`src/rtl/ir_cmd_packetizer_if.sv`:
```
// Byte stream from the IR command packetizer to uart_tx.
// The master holds tx_data stable while tx_valid is high and tx_ready is low.
interface ir_cmd_packetizer_if;
    logic       tx_valid;
    logic       tx_ready;
    logic [7:0] tx_data;

    modport master (output tx_valid, output tx_data, input tx_ready);
    modport slave  (input tx_valid, input tx_data, output tx_ready);
endinterface

```
`src/rtl/ir_cmd_packetizer.sv`:
```
// IR command packetizer: turns decoded NEC frames into robot command bytes.
// Flow: frame edge detect -> integrity check and key map -> repeat suppression
// -> small first-word-fall-through FIFO -> uart_tx handshake.
// A STOP byte is injected once the link has been silent for STOP_TIMEOUT cycles.
module ir_cmd_packetizer #(
    parameter int         DEPTH        = 4,
    parameter int         REPEAT_GAP   = 5_000_000,
    parameter int         STOP_TIMEOUT = 25_000_000,
    parameter logic [7:0] STOP_BYTE    = 8'h01
) (
    input  logic                iCLK,
    input  logic                iRST_n,
    input  logic                iDATA_READY,
    input  logic [31:0]         iDATA,
    ir_cmd_packetizer_if.master tx,
    output logic [7:0]          last_cmd,
    output logic [7:0]          drop_count,
    output logic                fifo_full
);
    localparam int AW       = $clog2(DEPTH);
    localparam int GAP_MAX  = (REPEAT_GAP > 0)   ? REPEAT_GAP   : 1;
    localparam int IDLE_MAX = (STOP_TIMEOUT > 0) ? STOP_TIMEOUT : 1;
    localparam int GAP_W    = $clog2(GAP_MAX + 1);
    localparam int IDLE_W   = $clog2(IDLE_MAX + 1);

    logic              rdy_d;
    logic              frame_evt;
    logic [7:0]        key_code;
    logic [7:0]        key_inv;
    logic [7:0]        map_byte;
    logic              map_hit;
    logic              s1_ok;
    logic [7:0]        s1_byte;
    logic [GAP_W-1:0]  gap_cnt;
    logic [IDLE_W-1:0] idle_cnt;
    logic              frame_push;
    logic              timeout_push;
    logic              push;
    logic [7:0]        push_byte;
    logic [7:0]        mem [DEPTH];
    logic [AW:0]       wr_ptr;
    logic [AW:0]       rd_ptr;
    logic              empty;
    logic              full;
    logic              pop;
    logic              wr_en;
    logic              drop;
    logic              unused_low;

    // The low address half of the NEC frame carries nothing this block needs.
    assign unused_low = ^iDATA[15:0];

    assign key_code  = iDATA[23:16];
    assign key_inv   = iDATA[31:24];
    assign frame_evt = iDATA_READY & ~rdy_d;

    // Remote key to robot command byte lookup.
    always_comb begin
        // NOTE: defaults first, so every path assigns both outputs and no latch is inferred.
        map_hit  = 1'b1;
        map_byte = 8'h00;
        case (key_code)
            8'h00:   map_byte = 8'h01;
            8'h02:   map_byte = 8'h02;
            8'h04:   map_byte = 8'h08;
            8'h05:   map_byte = 8'h10;
            8'h06:   map_byte = 8'h20;
            8'h08:   map_byte = 8'h80;
            default: map_hit  = 1'b0;
        endcase
    end

    // Edge register and stage 1: capture one checked, mapped byte per new frame.
    always_ff @(posedge iCLK or negedge iRST_n) begin
        if (!iRST_n) begin
            rdy_d   <= 1'b0;
            s1_ok   <= 1'b0;
            s1_byte <= 8'h00;
        end else begin
            // NOTE: non-blocking, so frame_evt above is formed from last cycle's rdy_d.
            rdy_d <= iDATA_READY;
            s1_ok <= frame_evt & map_hit & (key_code == ~key_inv);
            if (frame_evt) begin
                s1_byte <= map_byte;
            end
        end
    end

    // Stage 2: a new key, or the same key after a long enough gap, is pushed.
    // The STOP timeout fires once per silence and yields to any good frame.
    assign frame_push   = s1_ok && ((s1_byte != last_cmd) || (gap_cnt >= GAP_W'(REPEAT_GAP)));
    assign timeout_push = (STOP_TIMEOUT != 0) && !s1_ok &&
                          (idle_cnt == IDLE_W'(IDLE_MAX - 1)) &&
                          (last_cmd != STOP_BYTE) && (last_cmd != 8'h00);
    assign push         = frame_push | timeout_push;
    assign push_byte    = frame_push ? s1_byte : STOP_BYTE;

    // Gap and idle counters: saturating, cleared by every good frame.
    always_ff @(posedge iCLK or negedge iRST_n) begin
        if (!iRST_n) begin
            gap_cnt  <= '0;
            idle_cnt <= '0;
        end else if (s1_ok) begin
            gap_cnt  <= '0;
            idle_cnt <= '0;
        end else begin
            if (gap_cnt < GAP_W'(GAP_MAX)) begin
                gap_cnt <= gap_cnt + GAP_W'(1);
            end
            if (idle_cnt < IDLE_W'(IDLE_MAX)) begin
                idle_cnt <= idle_cnt + IDLE_W'(1);
            end
        end
    end

    // Last pushed byte (kept even when the FIFO drops it) and saturating drop counter.
    always_ff @(posedge iCLK or negedge iRST_n) begin
        if (!iRST_n) begin
            last_cmd   <= 8'h00;
            drop_count <= 8'h00;
        end else begin
            if (push) begin
                last_cmd <= push_byte;
            end
            if (drop && (drop_count != 8'hFF)) begin
                drop_count <= drop_count + 8'd1;
            end
        end
    end

    assign empty = (wr_ptr == rd_ptr);
    assign full  = (wr_ptr[AW] != rd_ptr[AW]) && (wr_ptr[AW-1:0] == rd_ptr[AW-1:0]);
    assign pop   = !empty && tx.tx_ready;
    assign wr_en = push && (!full || pop);
    assign drop  = push && full && !pop;

    // FIFO storage write port.
    always_ff @(posedge iCLK) begin
        // NOTE: storage is not reset; reset empties the FIFO and tx_data is masked while empty.
        if (wr_en) begin
            mem[wr_ptr[AW-1:0]] <= push_byte;
        end
    end

    // FIFO pointers with an extra wrap bit to tell full from empty.
    always_ff @(posedge iCLK or negedge iRST_n) begin
        if (!iRST_n) begin
            wr_ptr <= '0;
            rd_ptr <= '0;
        end else begin
            if (wr_en) begin
                wr_ptr <= wr_ptr + (AW+1)'(1);
            end
            if (pop) begin
                rd_ptr <= rd_ptr + (AW+1)'(1);
            end
        end
    end

    assign tx.tx_valid = !empty;
    assign tx.tx_data  = empty ? 8'h00 : mem[rd_ptr[AW-1:0]];
    assign fifo_full   = full;
endmodule

```
`src/flat_wrapper.sv`:
```
// flat-port wrapper written by rule: the top's interface ports become plain ports
module ir_cmd_packetizer_flat 
#(
    parameter int         DEPTH        = 4,
    parameter int         REPEAT_GAP   = 5_000_000,
    parameter int         STOP_TIMEOUT = 25_000_000,
    parameter logic [7:0] STOP_BYTE    = 8'h01
)
  (iCLK, iRST_n, iDATA_READY, iDATA, last_cmd, drop_count, fifo_full, tx_tx_valid, tx_tx_data, tx_tx_ready);
  ir_cmd_packetizer_if tx_i ();
  input  logic iCLK;
  input  logic iRST_n;
  input  logic iDATA_READY;
  input  logic [31:0] iDATA;
  output logic [7:0] last_cmd;
  output logic [7:0] drop_count;
  output logic fifo_full;
  output wire logic [$bits(tx_i.tx_valid)-1:0] tx_tx_valid;
  output wire logic [$bits(tx_i.tx_data)-1:0] tx_tx_data;
  input wire logic [$bits(tx_i.tx_ready)-1:0] tx_tx_ready;
  assign tx_tx_valid = tx_i.tx_valid;
  assign tx_tx_data = tx_i.tx_data;
  assign tx_i.tx_ready = tx_tx_ready;
  ir_cmd_packetizer #(.DEPTH(DEPTH), .REPEAT_GAP(REPEAT_GAP), .STOP_TIMEOUT(STOP_TIMEOUT), .STOP_BYTE(STOP_BYTE)) u_core (.iCLK(iCLK), .iRST_n(iRST_n), .iDATA_READY(iDATA_READY), .iDATA(iDATA), .tx(tx_i), .last_cmd(last_cmd), .drop_count(drop_count), .fifo_full(fifo_full));
endmodule
```
`config.mk`:
```
export PLATFORM = sky130hd
export DESIGN_NAME = ir_cmd_packetizer_flat
export DESIGN_NICKNAME = d
export VERILOG_FILES = /design/src/rtl/ir_cmd_packetizer_if.sv /design/src/rtl/ir_cmd_packetizer.sv /design/src/flat_wrapper.sv
export SDC_FILE = /design/constraint.sdc
export NUM_CORES = 1
export LEC_CHECK = 0
export ABC_AREA = 1
export CAP_MARGIN = 0
export CORE_MARGIN = 2
export CORE_UTILIZATION = 52
export DETAILED_ROUTE_END_ITERATION = 8
export PLACE_DENSITY_LB_ADDON = 0.2
export SKIP_CTS_REPAIR_TIMING = 1
export SKIP_LAST_GASP = 1
export SLEW_MARGIN = 10
export SYNTH_ARGS = -nofsm -noshare
export SYNTH_HDL_FRONTEND = slang
export SYNTH_SLANG_ARGS = --single-unit
```
`constraint.sdc`:
```
create_clock -name iCLK -period 2.07 [get_ports iCLK]
set_clock_uncertainty 0.2 [all_clocks]
set_input_delay 0.414 -clock iCLK [delete_from_list [all_inputs] [get_ports iCLK]]
set_output_delay 0.414 -clock iCLK [all_outputs]
set_load 0.1 [all_outputs]
```
==> run summary <==
The total via count in the routed design came out at 5514. The run gives 0.444 as the share of the yosys chip area belonging to registers. Traced cell by cell, the critical path runs through clkinv_4 > nand2_4 > nand4_4 > nand2b_4 > nand2_2 > clkinvlp_4 > buf_12. Synthesis produced a netlist whose cell count is 763. The tools report the area used by sequential logic in the layout as 2640 um2.

In this run the power density over the cells is 850 nW/um2. The most frequent cell after synthesis is sky130_fd_sc_hd__nand2_1. The post-route fraction of the period consumed by the critical path was 1.12; the maximum fanout encountered on the critical timing path was 7. The cell row count was 38; the maximum number of pins on one net before global-route repair was 77. The share of synthesized cell area in full adder, half adder and majority cells is 0.0191, and the register bit count reported by yosys is 100.

The tools report the critical path data required time as 1460 ps. The kind of cell with the highest combined delay on the critical path is simple AND/OR/NAND/NOR gates. For this run, the post-layout net count is 912. The post-synthesis simple-gate area fraction was 0.328.

Maximum clock path buffer count: 2. The worst path in the final design needs a cycle of 2320 ps, including I/O delays and setup. The total grt overflow was 0; the number of port buffers was 41. STA classifies the critical path startpoint as a register. For the overall die area, the log shows 12200 um2.

The path depth of the worst reg2reg path works out to 11. On the worst path, the slowest cell contributes a delay of 470 ps. Data on the critical path arrives at its endpoint at 1710 ps. Max-slew violation count: 0.

The count of TritonRoute iterations in the first routing pass came out at 5. The sink of the worst hold path is u_core.rdy_d. The tools report the total routing resource utilization after global routing as 0.245.

The H-tree was split into 3 levels. The tool flagged a number of max-cap violations equal to 0. Across the VDD grid, the largest voltage drop is 1.64 mV.

The share of Yosys cell area claimed by the top area cell type came out at 0.322. After the first detailed-routing iteration, the DRC count stood at 415. The worst hold path begins at iDATA_READY. For this run, the number of Yosys warnings is 0.

The relative slew slack came out at 0.627. The worst hold slack across all endpoints is 341 ps. The share of final-layout standard cells stronger than drive strength 1 is 0.237. By area, the combinational part of the netlist is dominated by simple AND/OR/NAND/NOR gates. The fraction of synthesized cell area in xor and xnor cells was 0.0593. The average cell area after synthesis came out at 7.74 um2.

The first-pass GRT wire length was 24.8 mm; the area of the core region was 11000 um2. The run finished, with violations left. At the later pin of the worst-skew pair, clock insertion delay measures 360 ps. STA classifies the critical path endpoint as a primary output. The wire length per cell after detailed routing was 15.0 um; the slew at the pin closest to its max-slew limit was 557 ps.

The initial antenna violation count was 0. In this run the cell area of the synthesized design comes to 5900 um2. The path class of the lowest-slack min-delay path is in -> reg. Setup repair after global routing could not meet its margin everywhere. The run gives 0 as the number of nets still failing antenna checks after routing.

Sorting the synthesized cells by area gives the leading types as sky130_fd_sc_hd__dfrtp_1, sky130_fd_sc_hd__edfxtp_1, sky130_fd_sc_hd__nand2_1. The run gives 50 ps as the reg2reg setup slack. Worst hold path cell count: 1. The number of clock sinks is 100. Detailed placement finished with a half-perimeter wire length of 10.4 mm.

Detail-routed via count per cell: 5.45. From synthesis to final layout, the design area changed by 31.6%. Summing all multi-input logic gate instances after layout gives 3140 um2.

The complex-gate fraction of the synthesized area works out to 0.0744. For the residual DRC count, the log shows 0. Together, buffers and inverters on the worst path number 3. The die outline width was 111 um. 62 I/O pins were placed. Maximum frequency from static timing analysis: 431 MHz.

The final number of setup-violating endpoints came out at 8. Clock tree synthesis selected as its root buffer the cell sky130_fd_sc_hd__clkbuf_16. Counting the fill cells in the layout gives 829. The cell type of the slowest stage on the worst timing path is sky130_fd_sc_hd__dfrtp_2. In this run the static leakage power is 3.44 nW. The effective utilization at floorplan came out at 0.538. In the final timing run, aggregate negative setup slack is -1620 ps. The via count of the first global-routing pass was 5270.

Multiplexer fraction of the synthesized cell area: 0. The leading register cell type out of synthesis is sky130_fd_sc_hd__dfrtp_1. The final reports fail on setup timing.

The final layout contains routed wiring with a total length of 15.1 mm. The number of enable flip-flop cells after synthesis came out at 24. Summed over all instances, the cell type with the most area after synthesis is sky130_fd_sc_hd__dfrtp_1.

The async set-or-reset flop fraction in the synthesized netlist was 0.760; the count of final hold-check violations was 0. The height of the die is 111 um. At the end of routability-driven placement, the weighted congestion stood at 0.977. The worst register-to-register path begins at u_core.rd_ptr[0]. TritonCTS built the clock tree. After synthesis, the netlist uses 40 different library cells. The clock-pin slew reported for the worst setup and hold paths after clock tree synthesis is 70 ps.

The run gives -252 ps as the final setup slack of the worst path. The worst setup path is of the reg -> out kind. The number of antenna diodes in the final layout is 0.

The TritonCTS buffer count came out at 9. The terminus of the critical flop-to-flop path was u_core.drop_count[6]. By count the netlist is led by sky130_fd_sc_hd__nand2_1, sky130_fd_sc_hd__nor2_1, sky130_fd_sc_hd__dfrtp_1.
final cells by class:
type / instances / share of cell area
Clock buffer: 9 / 0.0290
Sequential cell: 100 / 0.340
Multi-Input combinational cell: 567 / 0.404
Inverter: 77 / 0.0414
Timing Repair Buffer: 112 / 0.156
Clock inverter: 7 / 0.00725
Tap cell: 140 / 0.0225
worst max-delay path by stage:
stage,slack (ps),depth (start not counted),startpoint,to
3_3_place_gp,10,9,u_core.gap_cnt[10],u_core.mem[3][4]
6_report,-250,7,u_core.rd_ptr[0],tx_tx_data[3]
2_1_floorplan,-110,9,u_core.wr_ptr[0],u_core.drop_count[6]
4_1_cts,-360,7,u_core.rd_ptr[0],tx_tx_data[7]
5_1_grt,-310,7,u_core.rd_ptr[0],tx_tx_data[3]
3_5_place_dp,-30,9,u_core.gap_cnt[10],u_core.mem[1][4]
cells in the final DEF (no fill, tap or decap), types with 2 or more instances in the layout:
master                            instances
sky130_fd_sc_hd__inv_6                    3
sky130_fd_sc_hd__nor3_2                   6
sky130_fd_sc_hd__nor2_4                   7
sky130_fd_sc_hd__clkinvlp_4               6
sky130_fd_sc_hd__xnor2_1                 11
sky130_fd_sc_hd__buf_4                   63
sky130_fd_sc_hd__nand2_8                  4
sky130_fd_sc_hd__nand3_1                 71
sky130_fd_sc_hd__buf_12                  24
sky130_fd_sc_hd__nand2_2                 17
sky130_fd_sc_hd__inv_1                   64
sky130_fd_sc_hd__edfxtp_1                24
sky130_fd_sc_hd__o21ai_2                 11
sky130_fd_sc_hd__conb_1                   4
sky130_fd_sc_hd__o22ai_1                 12
sky130_fd_sc_hd__a31oi_1                  2
sky130_fd_sc_hd__clkbuf_16                9
sky130_fd_sc_hd__nor2_2                   6
sky130_fd_sc_hd__nor2_1                 102
sky130_fd_sc_hd__nand2_1                175
sky130_fd_sc_hd__inv_2                    3
sky130_fd_sc_hd__o22ai_2                  2
sky130_fd_sc_hd__o21ai_0                 17
sky130_fd_sc_hd__o31ai_1                  6
sky130_fd_sc_hd__nand2b_4                 2
sky130_fd_sc_hd__ha_1                     8
sky130_fd_sc_hd__dfrtp_2                 15
sky130_fd_sc_hd__clkdlybuf4s50_1         18
sky130_fd_sc_hd__nand4_4                  2
sky130_fd_sc_hd__nand2_4                  5
sky130_fd_sc_hd__clkinv_2                 2
sky130_fd_sc_hd__inv_4                    2
sky130_fd_sc_hd__xor2_1                  28
sky130_fd_sc_hd__buf_6                    6
sky130_fd_sc_hd__nand4_1                 15
sky130_fd_sc_hd__nor3_1                  29
sky130_fd_sc_hd__dfrtp_1                 61
sky130_fd_sc_hd__a21oi_1                  4
sky130_fd_sc_hd__clkinv_4                 2
sky130_fd_sc_hd__o21ai_1                  8
state kept, by name, summed over array words and instances (netlist names):
| register | count |
|---|---|
| u_core.rd_ptr | 3 |
| u_core.drop_count | 8 |
| u_core.last_cmd | 6 |
| u_core.s1_byte | 6 |
| u_core.mem | 24 |
| u_core.s1_ok | 1 |
| u_core.wr_ptr | 3 |
| u_core.idle_cnt | 25 |
| u_core.rdy_d | 1 |
| u_core.gap_cnt | 23 |
worst register-to-register path, cell delays in order (launching register included):
cell,delay [ps]
sky130_fd_sc_hd__dfrtp_2,470
sky130_fd_sc_hd__clkinv_4,130
sky130_fd_sc_hd__nand2_4,80
sky130_fd_sc_hd__nand4_4,90
sky130_fd_sc_hd__buf_4,160
sky130_fd_sc_hd__nor2_4,120
sky130_fd_sc_hd__buf_6,130
sky130_fd_sc_hd__nand2_8,70
sky130_fd_sc_hd__a31oi_4,210
sky130_fd_sc_hd__buf_6,160
sky130_fd_sc_hd__nand3_1,80
sky130_fd_sc_hd__nand2_1,70
power breakdown:
part           internal [W]  switching, W  leakage [nW]  total [W]
combinational      0.000995       0.00167          2.12    0.00266
clock              0.000835      0.000801         0.142    0.00164
sequential          0.00215      0.000165          1.18    0.00231
per-stage QoR:
stage	total power, W	utilization	cell area (um2)	cells	setup slack [ps]
6_report	0.00661	0.708	7770	1012	-252
5_1_grt	0.00689	0.708	7770	1012	-308
4_1_cts	0.00628	0.672	7390	995	-359
3_5_place_dp	0.00465	0.647	7100	979	-33.6
3_3_place_gp	0.00458	0.647	7100	979	10.4
2_1_floorplan	0.00386	-	6020	766	-112
kinds of logic (layout without fill, tap and decap cells):
logic type                 after synthesis  in the layout
and+or+nand+nor                        443            445
buffers and inverters                  101            205
DFF                                    100            100
AOI/OAI and AO/OA                       69             69
xor gates and xnor gates                40             40
adders and majority gates                9              9
other                                    1              4
metal layers:
metal,track usage,wire length (um),up-vias
met3,0.0412,701,22
met2,0.407,7460,145
li1,-,-,2708
met5,0,0,-
met1,0.330,6750,2639
met4,0.0783,221,0
Note: power is estimated with default switching activity, not from simulation.
